**config.mk**
```make
export PLATFORM = sky130hd
export DESIGN_NAME = bus_master_port
export DESIGN_NICKNAME = d
export VERILOG_FILES = /design/src/rtl/bus_master_port.sv
export SDC_FILE = /design/constraint.sdc
export NUM_CORES = 1
export LEC_CHECK = 0
export ABC_AREA = 1
export CORE_MARGIN = 1
export CORE_UTILIZATION = 35
export DETAILED_ROUTE_END_ITERATION = 8
export PLACE_DENSITY = 0.68
export RECOVER_POWER = 50
export SYNTH_ARGS = -nofsm -noshare
export SYNTH_HDL_FRONTEND = slang
export SYNTH_SLANG_ARGS = --single-unit
```
**constraint.sdc**
```tcl
create_clock -name clk -period 1.55 [get_ports clk]
set_input_delay 0.2325 -clock clk [delete_from_list [all_inputs] [get_ports clk]]
set_output_delay 0.2325 -clock clk [all_outputs]
set_load 0.02 [all_outputs]
```
**src/rtl/bus_master_port.sv**
```systemverilog
`timescale 1ns/1ps
`default_nettype none
// ============================================================================
//  Module      : bus_master_port
//  Description : Master-side endpoint of the shared system bus. Turns one
//                local user request into a full bus cycle: request, grant
//                wait (bounded), address/data phase, optional read-data
//                collection, then bus release with a done/error pulse.
//  Revision    : 1.0  initial release
// ============================================================================
module bus_master_port #(
    parameter int ADDR_WIDTH = 16,
    parameter int DATA_WIDTH = 8,
    parameter int TIMEOUT    = 255
) (
    input  logic                  clk,
    input  logic                  rst,
    // user side
    input  logic                  d_valid,
    output logic                  d_ready,
    input  logic                  d_write,
    input  logic [ADDR_WIDTH-1:0] d_addr,
    input  logic [DATA_WIDTH-1:0] d_wdata,
    output logic [DATA_WIDTH-1:0] d_rdata,
    output logic                  d_done,
    output logic                  d_err,
    // arbiter side
    output logic                  breq,
    input  logic                  bgrant,
    // bus side
    output logic                  m_valid,
    output logic                  m_write,
    output logic [ADDR_WIDTH-1:0] m_addr,
    output logic [DATA_WIDTH-1:0] m_wdata,
    input  logic                  s_ready,
    input  logic                  s_rvalid,
    input  logic [DATA_WIDTH-1:0] s_rdata
);

    // Counter only needs to reach TIMEOUT-1; keep at least one bit so the
    // TIMEOUT=0 (wait forever) build still has a legal vector.
    localparam int CNT_W     = (TIMEOUT < 2) ? 1 : $clog2(TIMEOUT + 1);
    localparam int TO_LAST_I = (TIMEOUT > 0) ? (TIMEOUT - 1) : 0;
    localparam logic [CNT_W-1:0] TO_LAST = CNT_W'(TO_LAST_I);
    localparam bit TO_EN = (TIMEOUT != 0);

    typedef enum logic [2:0] {
        ST_IDLE  = 3'd0,
        ST_REQ   = 3'd1,
        ST_ADDR  = 3'd2,
        ST_RDATA = 3'd3,
        ST_DONE  = 3'd4
    } state_t;

    state_t                state;
    state_t                state_nxt;
    logic [CNT_W-1:0]      cnt;
    logic                  err_flag;
    logic                  lat_write;
    logic [ADDR_WIDTH-1:0] lat_addr;
    logic [DATA_WIDTH-1:0] lat_wdata;
    logic [DATA_WIDTH-1:0] rdata_q;

    // Control strobes produced by the next-state logic for the datapath
    logic                  accept;
    logic                  cnt_inc;
    logic                  err_set;
    logic                  rd_capture;

    // State register; reset abandons any transaction in flight
    always_ff @(posedge clk) begin
        if (rst) begin
            state <= ST_IDLE;
        end else begin
            state <= state_nxt;
        end
    end

    // Next-state decode and datapath strobes
    always_comb begin
        state_nxt  = state;
        accept     = 1'b0;
        cnt_inc    = 1'b0;
        err_set    = 1'b0;
        rd_capture = 1'b0;
        case (state)
            ST_IDLE: begin
                if (d_valid) begin
                    accept    = 1'b1;
                    state_nxt = ST_REQ;
                end
            end
            ST_REQ: begin
                // A grant arriving on the last allowed cycle still wins
                if (bgrant) begin
                    state_nxt = ST_ADDR;
                end else if (TO_EN && (cnt == TO_LAST)) begin
                    err_set   = 1'b1;
                    state_nxt = ST_DONE;
                end else if (TO_EN) begin
                    cnt_inc = 1'b1;
                end
            end
            ST_ADDR: begin
                // Losing the bus invalidates the phase even if a slave answered
                if (!bgrant) begin
                    err_set   = 1'b1;
                    state_nxt = ST_DONE;
                end else if (s_ready) begin
                    state_nxt = lat_write ? ST_DONE : ST_RDATA;
                end
            end
            ST_RDATA: begin
                if (s_rvalid) begin
                    rd_capture = 1'b1;
                    state_nxt  = ST_DONE;
                end else if (!bgrant) begin
                    err_set   = 1'b1;
                    state_nxt = ST_DONE;
                end
            end
            ST_DONE: begin
                state_nxt = ST_IDLE;
            end
            default: begin
                state_nxt = ST_IDLE;
            end
        endcase
    end

    // Request latch, grant-wait counter, error flag and read-data holding register
    always_ff @(posedge clk) begin
        if (rst) begin
            cnt       <= '0;
            err_flag  <= 1'b0;
            lat_write <= 1'b0;
            lat_addr  <= '0;
            lat_wdata <= '0;
            rdata_q   <= '0;
        end else begin
            if (accept) begin
                lat_write <= d_write;
                lat_addr  <= d_addr;
                lat_wdata <= d_wdata;
                cnt       <= '0;
            end else if (cnt_inc) begin
                cnt <= cnt + 1'b1;
            end
            if (state == ST_DONE) begin
                err_flag <= 1'b0;
            end else if (err_set) begin
                err_flag <= 1'b1;
            end
            if (rd_capture) begin
                rdata_q <= s_rdata;
            end
        end
    end

    // All handshake outputs are decoded from the registered state
    assign d_ready = (state == ST_IDLE);
    assign breq    = (state == ST_REQ) || (state == ST_ADDR) || (state == ST_RDATA);
    assign m_valid = (state == ST_ADDR);
    assign d_done  = (state == ST_DONE);
    assign d_err   = (state == ST_DONE) && err_flag;
    assign m_write = lat_write;
    assign m_addr  = lat_addr;
    assign m_wdata = lat_wdata;
    assign d_rdata = rdata_q;

endmodule
`default_nettype wire

```
==> impl_metrics.yaml <==
sta:
  skew_ns: 0.00935
  drv_slew: 0
  hold_viol: 0
  tightest_slew_ns: 0.339
  setup_viol: 0
  slew_headroom: 0.773
  finalCriticalPeriod_ns: 1.52
  finalCritPeriodShare: 0.983
  fmax_mhz: 656
  finalSetupTns_ns: 0
die:
  fp.coreArea_um2: 5240
  io_pins: 77
  rows: 26
  dieArea_um2: 5860
  die-width_um: 76.5
  start_util: 0.371
  die_y_um: 76.5
clock_network:
  ctsHoldBuffers: 0
  tritoncts: "built"
  cts.htree.levels: 2
  numCtsBuffers: 5
  cts_root_buf: "clkbuf_8"
  cts_buffer_depth: 2
  cts_sinks: 45
  clkLatencyLatePin_ns: 0.30
  clk_pin_slew_ns: 0.09
route:
  ant_nets: 0
  route.final.wire_length_mm: 5.12
  num_vias: 2012
  wl_per_cell_um: 11.9
  drtIter0Drc: 112
  drc: 0
  firstDrtPassIters: 4
  viasPerCell: 4.69
yosys:
  yosysSeqAreaShare: 0.463
  synth_seq_cells: 45
  ys_warn_count: 0
  syn-cell-area_um2: 1940
  synth.area.top_cells: "dfxtp_1 (46%), nand2_1 (14%), a21oi_1 (11%)"
  synth_top_area_share: 0.463
  syn_nets: 306
  ys_types: 23
  synth_top_area_cell: "dfxtp_1"
  avgSynthCellArea_um2: 7.34
  synth_cells: 265
final_layout:
  layout-drive-gt1-share: 0.136
  final_core_util: 0.570
  final_nets: 399
  layout_commonest_cell: "nand2_1"
  layout_common_cells: "nand2_1 (70), clkdlybuf4s50_1 (69), dfxtp_1 (45)"
  antennaDiodeCount: 0
  seq_area_um2: 901
  multiInputGateArea_um2: 905
  areaGrowthSynthToFinish_pct: 53.5
  fill_cells: 485
worst_setup_path:
  max_stage_delay_ns: 0.63
  end_kind: "primary output"
  crit_slowest_cell: "clkdlybuf4s50_1"
  cp-start-kind: "register"
  path_buf_inv: 1
  crit_required_ns: 1.32
  r2r_setup_slack_ns: 0.11
  path_cells: "clkdlybuf4s50_1"
  critPathMaxFanout: 2
  cp.arrival_ns: 1.29
  crit_type: "reg -> out"
  worst_path_dominant_cell_family: "buffers and inverters"
pwr:
  total_leakage_power_uw: 0.00117
  ir_worst_vdd_uv: 881
  p_per_area_nw_per_um2: 1380
flow_run:
  cap_violations: 0
place:
  gp_congestion: 0.798
  hpwl_mm: 3.66
  io_buffers: 76
grt:
  grt_usage: 0.177
  grt_max_degree: 28
  antenna_found_initial: 0
  grt_overflow: 0
  first_global_vias: 1869
  grt_pass1_wl_mm: 8.45
min_path:
  hp-class: "reg -> reg"
run_status:
  status: "finished clean"
==> sequential cells by signal, summed over array words and instances (netlist names) <==
signal and cells:
cnt 8, state 3, err_flag 1, m_write 1
m_wdata 8, m_addr 16, d_rdata 8
==> logic make-up after synthesis <==
family	share of synthesized area
and+or+nand+nor	0.306
AOI/OAI and AO/OA	0.118
DFF	0.463
buffers and inverters	0.0817
xor gates and xnor gates	0.0180
adders and majority gates	0.0129
==> power breakdown <==
part,internal (µW),leakage (µW),switching [µW]
sequential,1340,0.000367,105
clock,320,0.0000481,418
combinational,842,0.000751,1100
==> per-layer routing <==
metal,vias to the layer above,wire length (µm),GRT usage
li1,1048,-,-
met3,9,449,0.0731
met1,887,2320,0.219
met4,0,86,0.0615
met5,-,0,0
met2,68,2270,0.277
==> cell usage after synthesis <==
cell      instances
a21oi_1          43
buf_1             1
buf_2             4
buf_6             4
clkbuf_1          5
dfxtp_1          45
ha_1              2
inv_1            17
inv_2             2
nand2_1          72
nand2_4           1
nand3_1          37
nand3_2           1
nand3b_1          1
nand4_1           4
nor2_1           15
nor2_2            1
nor2_4            1
nor3_1            1
o21ai_0           3
or2_0             1
xnor2_1           3
xor2_1            1
==> stage by stage <==
step	cell area, µm²	hold slack (ns)	setup WS, ns	instances	total power (µW)
floorplan	1940	0.397	0.256	265	2610
global placement	2870	0.446	-0.0764	419	3340
detailed placement	2870	0.453	-0.0504	419	3340
CTS	2970	0.466	-0.000576	427	4090
global route	2990	0.482	-0.0139	429	4390
finish	2990	0.463	0.0256	429	4130
==> final timing paths <==
check / depth (start not counted) / startpoint / end
worst min register to register: 2 / d_rdata[6] / d_rdata[6]
worst max-delay path: 1 / m_addr[0] / m_addr[0]
worst max register to register: 10 / cnt[0] / cnt[3]
worst min-delay path: 2 / d_rdata[6] / d_rdata[6]
==> repair_timing <==
item,CTS,global route
endpoints found under the setup margin,14,28
endpoints found under the hold margin,0,0
gates resized for setup,18,11
setup buffers,0,2
pin swaps,0,2
==> final cells by class <==
class,instances,share of cell area
multi-input cells,187,0.303
clock buffers,5,0.0231
repair buffers,100,0.310
well taps,70,0.0293
flip-flops and latches,45,0.302
clock inverters,3,0.00754
inverters,19,0.0251
(Power assumes the default switching activity.)
